$ cat src/rtl/timer_seven_seg.sv
// MM:SS countdown timer with debounced minute adjust / run-pause buttons
// and a registered 4-digit multiplexed 7-segment driver.
module timer_seven_seg #(
  parameter int CLK_HZ          = 100000000,
  parameter int DEBOUNCE_CYCLES = 1000000,
  parameter int REFRESH_BITS    = 18
) (
  input  logic       clk,
  input  logic       reset,
  input  logic       btnU,
  input  logic       btnL,
  input  logic       btnR,
  input  logic       mode,
  output logic [3:0] an,
  output logic [6:0] seg
);

  localparam int PS_W = (CLK_HZ > 1) ? $clog2(CLK_HZ) : 1;
  localparam int DB_W = (DEBOUNCE_CYCLES > 1) ? $clog2(DEBOUNCE_CYCLES) : 1;
  localparam logic [PS_W-1:0] PS_LAST = PS_W'(CLK_HZ - 1);
  localparam logic [DB_W-1:0] DB_LAST = DB_W'(DEBOUNCE_CYCLES - 1);

  localparam int B_U = 0;
  localparam int B_L = 1;
  localparam int B_R = 2;

  // ---------------------------------------------------------------------------
  // Button conditioning: synchronizer, debouncer, rising-edge pulse
  // ---------------------------------------------------------------------------
  logic [2:0]      btn_raw;
  logic [2:0]      sync1, sync2;
  logic [2:0]      db_level, db_prev;
  logic [DB_W-1:0] db_cnt [3];
  logic [2:0]      press;

  assign btn_raw = {btnR, btnL, btnU};

  // NOTE: sequential state uses non-blocking assignments only, so every flop
  // samples pre-edge values regardless of statement order.
  always_ff @(posedge clk or posedge reset) begin
    if (reset) begin
      sync1    <= '0;
      sync2    <= '0;
      db_level <= '0;
      db_prev  <= '0;
      for (int i = 0; i < 3; i++) db_cnt[i] <= '0;
    end else begin
      sync1   <= btn_raw;
      sync2   <= sync1;
      db_prev <= db_level;
      for (int i = 0; i < 3; i++) begin
        if (sync2[i] != db_level[i]) begin
          if (db_cnt[i] == DB_LAST) begin
            db_level[i] <= sync2[i];
            db_cnt[i]   <= '0;
          end else begin
            db_cnt[i] <= db_cnt[i] + DB_W'(1);
          end
        end else begin
          db_cnt[i] <= '0;
        end
      end
    end
  end

  assign press = db_level & ~db_prev;

  // ---------------------------------------------------------------------------
  // Time keeping
  // ---------------------------------------------------------------------------
  logic [6:0]      min_q, min_t, min_n;
  logic [5:0]      sec_q, sec_t, sec_n;
  logic            running_q, run_t, run_n;
  logic [PS_W-1:0] presc_q, presc_n;
  logic            tick;

  // NOTE: every output of this block gets a default first, so no path can
  // leave a variable unassigned and infer a latch.
  always_comb begin
    tick    = running_q && (presc_q == PS_LAST);
    min_t   = min_q;
    sec_t   = sec_q;
    run_t   = running_q;
    presc_n = presc_q;

    if (tick) begin
      presc_n = '0;
      if (sec_q != 6'd0) begin
        sec_t = sec_q - 6'd1;
      end else if (min_q != 7'd0) begin
        min_t = min_q - 7'd1;
        sec_t = 6'd59;
      end
    end else if (running_q) begin
      presc_n = presc_q + PS_W'(1);
    end

    // Button actions see the post-tick value.
    min_n = min_t;
    sec_n = sec_t;
    run_n = run_t;
    if (!mode) begin
      if (press[B_R] && !press[B_L] && min_t != 7'd99) begin
        min_n = min_t + 7'd1;
      end else if (press[B_L] && !press[B_R] && min_t != 7'd0) begin
        min_n = min_t - 7'd1;
      end
      if (press[B_U]) begin
        if (run_t) begin
          run_n = 1'b0;
        end else if (min_n != 7'd0 || sec_n != 6'd0) begin
          run_n   = 1'b1;
          presc_n = '0;
        end
      end
    end

    if (min_n == 7'd0 && sec_n == 6'd0) run_n = 1'b0;
  end

  always_ff @(posedge clk or posedge reset) begin
    if (reset) begin
      min_q     <= '0;
      sec_q     <= '0;
      running_q <= 1'b0;
      presc_q   <= '0;
    end else begin
      min_q     <= min_n;
      sec_q     <= sec_n;
      running_q <= run_n;
      presc_q   <= presc_n;
    end
  end

  // ---------------------------------------------------------------------------
  // Display multiplexing
  // ---------------------------------------------------------------------------
  logic [REFRESH_BITS-1:0] refresh;
  logic [1:0]              sel;
  logic [3:0]              digit;
  logic [3:0]              an_n;
  logic [6:0]              seg_n;

  function automatic logic [6:0] seg_encode(input logic [3:0] d);
    logic [6:0] s;
    case (d)
      4'd0:    s = 7'b1000000;
      4'd1:    s = 7'b1111001;
      4'd2:    s = 7'b0100100;
      4'd3:    s = 7'b0110000;
      4'd4:    s = 7'b0011001;
      4'd5:    s = 7'b0010010;
      4'd6:    s = 7'b0000010;
      4'd7:    s = 7'b1111000;
      4'd8:    s = 7'b0000000;
      4'd9:    s = 7'b0010000;
      default: s = 7'b1111111;
    endcase
    return s;
  endfunction

  assign sel = refresh[REFRESH_BITS-1 -: 2];

  always_comb begin
    digit = '0;
    case (sel)
      2'd0: digit = 4'(sec_q % 6'd10);
      2'd1: digit = 4'(sec_q / 6'd10);
      2'd2: digit = 4'(min_q % 7'd10);
      2'd3: digit = 4'(min_q / 7'd10);
      default: digit = '0;
    endcase
    an_n  = ~(4'b0001 << sel);
    seg_n = seg_encode(digit);
  end

  // Anode and cathode registers share one update so they never disagree.
  always_ff @(posedge clk or posedge reset) begin
    if (reset) begin
      refresh <= '0;
      an      <= 4'b1110;
      seg     <= 7'b1000000;
    end else begin
      refresh <= refresh + REFRESH_BITS'(1);
      an      <= an_n;
      seg     <= seg_n;
    end
  end

endmodule

$ cat config.mk
export PLATFORM = sky130hd
export DESIGN_NAME = timer_seven_seg
export DESIGN_NICKNAME = d
export VERILOG_FILES = /design/src/rtl/timer_seven_seg.sv
export SDC_FILE = /design/constraint.sdc
export NUM_CORES = 1
export LEC_CHECK = 0
export ABC_AREA = 1
export CAP_MARGIN = 40
export CORE_MARGIN = 2
export CORE_UTILIZATION = 45
export CTS_BUF_LIST = sky130_fd_sc_hd__clkbuf_4 sky130_fd_sc_hd__clkbuf_8 sky130_fd_sc_hd__clkbuf_16
export CTS_CLUSTER_DIAMETER = 60
export DETAILED_ROUTE_END_ITERATION = 10
export SETUP_SLACK_MARGIN = 0.05
export SYNTH_ARGS = -nofsm -noshare
export SYNTH_HDL_FRONTEND = slang
export SYNTH_SLANG_ARGS = --single-unit
$ cat constraint.sdc
create_clock -name clk -period 5.8 [get_ports clk]
set_input_delay 1.16 -clock clk [delete_from_list [all_inputs] [get_ports clk]]
set_output_delay 1.16 -clock clk [all_outputs]
set_load 0.01 [all_outputs]
== Yosys cells after proc, flatten, opt, wreduce, memory -nomap -nowiden ==
Memory sizes are Yosys's and may differ from the RTL's. A register that Yosys moved wholly into a read port is not among the register bits.
Cells that the tools add are included.

* Bits in registers: 135
* Bits in latches: 0
* RAM bits: 0
* Bits in read-only memories: 112
* Bits of input ports: 6
* Output and inout port bits: 11
* Logic and storage cells: 95
* Memories: 1

{| class="wikitable"
|+ Memories
! name !! words !! width !! rd ports !! clocked after Yosys merged registers in !! write ports !! line !! source
|-
| (name not given) || 16 || 7 || 1 || 1 || 0 || 146 || <nowiki>case (d)</nowiki>
|}

* Add/subtract/negate cells: 9
* Multiply operators: 0
* Div/mod/pow operators: 4
* $lt $le $gt $ge: 0
* Eq/ne operators: 12
* Shifts and indexed selects: 1
* Mux-type cells: 28
* Bitwise operators: 3
* Reductions and logical operators: 22

{| class="wikitable"
|+ Operators with widths
! operator !! count
|-
| 27-bit two-way mux || 6
|-
| 20-bit two-way mux || 6
|-
| 20-bit by 1-bit adder with 20-bit output, second input constant || 3
|-
| 20-bit == test, second input constant || 3
|-
| 7-bit two-way mux || 7
|-
| 27-bit by 1-bit adder with 27-bit output, second input constant || 1
|-
| 27-bit == test, second input constant || 1
|-
| 7-bit nonzero test || 3
|-
| 18-bit by 1-bit adder with 18-bit output, second input constant || 1
|-
| 6-bit two-way mux || 3
|-
| 4-bit one-hot mux with 4 select lines || 1
|-
| 7-bit by 1-bit subtractor with 7-bit output, second input constant || 2
|-
| 6-bit nonzero test || 2
|-
| 2-bit AND reduction || 4
|-
| 7-bit by 1-bit adder with 7-bit output, second input constant || 1
|-
| 7-bit by 4-bit divider with 7-bit output, second input constant || 1
|-
| 7-bit zero test || 1
|-
| 7-bit by 4-bit remainder unit with 7-bit output, second input constant || 1
|-
| 7-bit inequality test, second input constant || 1
|-
| 6-bit by 4-bit divider with 6-bit output, second input constant || 1
|-
| 1-bit logical AND || 6
|-
| 6-bit zero test || 1
|-
| 6-bit by 4-bit remainder unit with 6-bit output, second input constant || 1
|-
| 6-bit by 1-bit subtractor with 6-bit output, second input constant || 1
|-
| 13 further kinds || 21
|}

== Logic depth before layout (Yosys ltp) ==
* Word-level depth: 16
* Mapped depth: 32
* Mapped depth without buffers: 30

== Worst setup path before layout ==
OpenSTA, ideal clock, no wires.

* Kind: register to register
* Start point: register refresh[16]
* End point: register seg[3]
* Setup time: 0.119 ns
* Arrival: 2.874 ns
* Required time: 5.681 ns
* Path slack: 2.807 ns
* Stages on the path, launching flop included: 31
* Path buffers: 2
* Period minus slack after synthesis: 2.993 ns
* Path through: dfrtp_1 buf_4 inv_6 nand2_2 buf_4 nand2_1 nand2_1 nand2_1 nand3_1 nand2_2 nand3_1 nand3_1 nand2_2 nand2_1 nand2_1 nand2_1 inv_1 ha_1 inv_1 nand3_1 nand2_1 inv_2 nand2_1 nand2_1 nand3_1 nand2_1 ha_1 inv_1 nand3_1 nand3_1 nand2_1

{| class="wikitable"
|+ RTL lines
! element !! line !! source
|-
| start, declared || 138 || <nowiki>logic [REFRESH_BITS-1:0] refresh;</nowiki>
|-
| start signal, assigned || 184 || <nowiki>refresh <= refresh + REFRESH_BITS'(1);</nowiki>
|-
| end, declared || 15 || <nowiki>output logic [6:0] seg</nowiki>
|}

== Final worst setup path ==
* Start point: register sec_q[0]
* End point: register presc_q[0]

* Word-level cells in the longest chain between the ends: 14
* Elaborated cells between the ends (all ways): 23
* Those cells by class: 3 x add/sub; 1 x eq/ne; 12 x mux; 7 x reduce/logical

{| class="wikitable"
|+ RTL lines
! element !! line !! source
|-
| start, declared || 72 || <nowiki>logic [5:0] sec_q, sec_t, sec_n;</nowiki>
|-
| start signal, assigned || 129 || <nowiki>sec_q <= sec_n;</nowiki>
|-
| parallel branches: the longest is 9 deep, another holds 7-bit by 1-bit subtractor with 7-bit output || - ||
|-
| 1-bit logical OR * || 111 || <nowiki>end else if (min_n != 7'd0 || sec_n != 6'd0) begin</nowiki>
|-
| 27-bit two-way mux * || 111 ||
|-
| 27-bit two-way mux * || 109 || <nowiki>if (run_t) begin</nowiki>
|-
| 27-bit two-way mux * || 108 || <nowiki>if (press[B_U]) begin</nowiki>
|-
| 27-bit two-way mux * || 102 || <nowiki>if (!mode) begin</nowiki>
|-
| via presc_n[0] || 74 || <nowiki>logic [PS_W-1:0] presc_q, presc_n;</nowiki>
|-
| end signal, assigned || 131 || <nowiki>presc_q <= presc_n;</nowiki>
|-
| end, declared || 74 ||
|}

Mark *: on every way through the listed nets, which the timed path passes. The select of a mux whose other input is x is not followed.
A chain may end at the register's enable or synchronous reset.

==> results by group <==
Setup path
  • Critical path, cell by cell: inv_1 -> ha_1 -> nand2_1 -> nor2_2 -> nand3_2 -> xor2_2 -> inv_1 -> ha_1 -> nand3_1 -> nor2_1 -> nand2_2 -> nand2_4 -> inv_2 -> nand2_1 -> nand2_1 -> nand2_1 -> nand2_1 -> nor2_1 -> nand3_1 -> nand2_2 -> nand2_4 -> nor2_1
  • Critical Path Most Common Cell: nand2_1
  • Worst stage delay on the critical path: 500 ps
  • Worst path slowest cell: nand2_4
  • Crit path max-delay family: simple AND/OR/NAND/NOR gates
  • Worst Path Arrival: 3950 ps
  • Crit. End Element: flip-flop
  • Worst path buffer plus inverter count: 3
  • Crit Path Max Fanout: 27
  • Critical setup path kind: flip-flop to flip-flop
  • Critical path launch point type: flip-flop
  • Critical Path RT: 6070 ps

Routing
  • Iteration count of the initial detailed-routing pass: 5
  • DR WL/cell: 11.9 um
  • Drt total wl: 16,600 um
  • Antenna-violating nets left: 0
  • Drt via density: 4.88
  • Remaining DRCs: 0
  • Via count: 6,805
  • Initial DRC count: 311

GRT
  • GR Util met2: 28.8%
  • GRT met3 Usage: 2.99%
  • First-pass GRT wire length: 29,200 um
  • Vias in the first global route: 6,492
  • GRT busiest layer: met2
  • All-Layer GR Usage: 17.7%
  • Met1 global-route usage: 23.8%
  • Initial antenna violation count: 0
  • Pin count of the biggest net entering global routing: 63
  • Grt ovf: 0

Logic synthesis
  • Main area contributors after synthesis: dfrtp_1, nand2_1, inv_1, nor2_1, nand3_1
  • Most common cell in the netlist: nand2_1
  • Synth area leader: dfrtp_1
  • Syn Area/Cell: 7.71 um2
  • Post-synth EDFFs: 0
  • Top cell type's share of synthesized area: 40.0%
  • Syn nets: 1,143
  • Post-synth top cells: nand2_1, inv_1, nor2_1
  • Post-Syn Area: 8640 um2
  • Synth Register Bits: 142
  • Gate Count Post-Synth: 1,120
  • Unique masters post-synth: 50
  • Async SR Flop Fraction: 100%
  • Sequential area share after synthesis: 41.2%
  • Top FF cell, synth: dfrtp_1
  • Yosys warns: 0

Timing
  • Transition time of the tightest slew-check pin: 695 ps
  • Final setup vio count: 0
  • RSZ-0062 raised after global routing: no
  • Final setup TNS: 0 ps
  • Worst slew margin: 53.3%
  • Crit share post-route: 63.4%
  • Fin. max-slew vios: 0
  • Final hold vios: 0
  • Worst clock skew: 8.75 ps
  • Fmax: 272 MHz
  • Fin crit period: 3680 ps
  • Hold WS: 347 ps

CTS
  • Clock tree from TritonCTS: done
  • CTS Hold Buffers Added: 0
  • Clk_lat worst skew: 420 ps
  • Clk root buf: clkbuf_16
  • CTS sink cnt: 142
  • H-tree depth: 4
  • Worst-path clk slew: 60 ps
  • CTS Buf Count: 17
  • CTS resizes: 0
  • Clock tree buffer depth: 2
  • Post-CTS Repair Setup Buffers: 0

Cells and area
  • Fin nets: 1,170
  • Share of layout cells above drive strength 1: 10.9%
  • Layout area overhead: 12.0%
  • Fillers: 1,797
  • ANT cells: 0

Floorplanning
  • Row count: 50
  • Die area: 20,300 um2
  • Core Box Area: 18,800 um2
  • I/O Pins: 17
  • Initial Util: 46.0%
  • Die Ht: 143 um
  • Die width: 143 um

Flow run
  • Max capacitance violation total: 0

Outcome
  • Status: finished clean

Power
  • P_leak: 4.52 nW
  • Peak supply drop: 0.000202 V
  • Pwr dens: 231 nW/um2

Worst hold path
  • Hold Crit Class: flip-flop to flip-flop

Placement
  • Post-DP HPWL: 12,300 um
  • Placer Congestion: 0.869
  • Port bufs: 16
[worst reg2reg max path: cells and delay by family (launching register included)]
family,cells,cell delay [ps]
XOR/XNOR,1,310
adder cells (fa/ha/maj),2,440
buffers and inverters,3,370
flip-flops,1,360
AND/OR/NAND/NOR,16,2080
[registers in the layout, summed over array words and instances (netlist names)]
signal and cells:
seg 7, sec_q 6, refresh 18, sync1 3, presc_q 27, an 4, db_prev 3, db_level 3
run_t 1, sync2 3, db_cnt 60, min_q 7
[area by class of cell]
type | instances | area, um2 | share of cell area [%]
tap | 234 | 293 | 3.03
timing repair buffer | 18 | 195 | 2.02
multi-input combinational | 807 | 4380 | 45.2
inverter | 161 | 617 | 6.38
clock inverter | 15 | 211 | 2.19
clock buffer | 17 | 425 | 4.40
sequential | 142 | 3560 | 36.8
[layout by cell type (no fill, tap or decap), drive strengths merged, types with 2 or more instances in the layout]
cell type      Yosys  routed
ha                17      17
nand4             23      23
a31oi              3       3
o21bai             2       2
o211ai             2       2
nor2             176     176
dfrtp            138     138
dfstp              4       4
nor4               7       7
and3               3       3
nand2            296     296
o21a               5       5
clkinv             1       6
nand3             90      90
bufinv             0       4
buf                7       2
a21oi             19      19
inv              160     163
nor3              39      39
nor3b             18      18
clkinvlp           0       3
o21ai             33      33
clkdlybuf4s50      0      16
mux2               3       3
xnor2             14      14
xor2              48      48
clkbuf             3      17
[report_power, final]
part / total, W / internal [W] / switching [W]
registers: 0.00101 / 0.000999 / 0.00000632
clock network: 0.00116 / 0.000726 / 0.000437
logic: 0.0000658 / 0.0000188 / 0.0000470
total: 0.00223 / 0.00174 / 0.000491
[metal layers]
layer,vias to the layer above,share of wire [%]
li1,3597,-
met1,3128,50
met2,62,46
met3,18,1.9
met4,0,1.7
met5,-,0
[worst paths after layout]
path / slack, ps / endpoint / cells after the start / start
worst min-delay path: 350 / sync2[2]$_DFF_PP0_ / 0 / sync1[2]$_DFF_PP0_
worst min register to register: 350 / sync2[2]$_DFF_PP0_ / 0 / sync1[2]$_DFF_PP0_
worst max-delay path: 2120 / presc_q[0]$_DFF_PP0_ / 22 / sec_q[0]$_DFF_PP0_
worst max register to register: 2120 / presc_q[0]$_DFF_PP0_ / 22 / sec_q[0]$_DFF_PP0_
max in group asynchronous: 3510 / seg[6]$_DFF_PP1_ / 4 / reset
min in group asynchronous: 1130 / db_cnt[52]$_DFF_PP0_ / 2 / reset
[logic make-up (layout without fill, tap and decap cells)]
| family | count (synthesis) | after routing | synth area share [%] |
|---|---|---|---|
| adder cells (fa/ha/maj) | 17 | 17 | 2.46 |
| AO/OA/AOI/OAI | 68 | 68 | 4.61 |
| flip-flops | 142 | 142 | 41.2 |
| XOR/XNOR | 63 | 63 | 6.63 |
| AND/OR/NAND/NOR | 655 | 655 | 36.4 |
| buffers and inverters | 171 | 211 | 8.17 |
| multiplexers | 4 | 4 | 0.507 |
[through the flow]
step	instance area, um2	instances	util, %	total power (W)	worst slack (ps)
floorplan	8640	1120	-	0.00107	837
global placement	9010	1361	48.0	0.00109	2220
detailed placement	9040	1362	48.2	0.00109	2120
CTS	9680	1394	51.6	0.00226	2110
global route	9680	1394	51.6	0.00232	1710
finish	9680	1394	51.6	0.00223	2120
No activity file was read; power rests on OpenSTA's default activity.
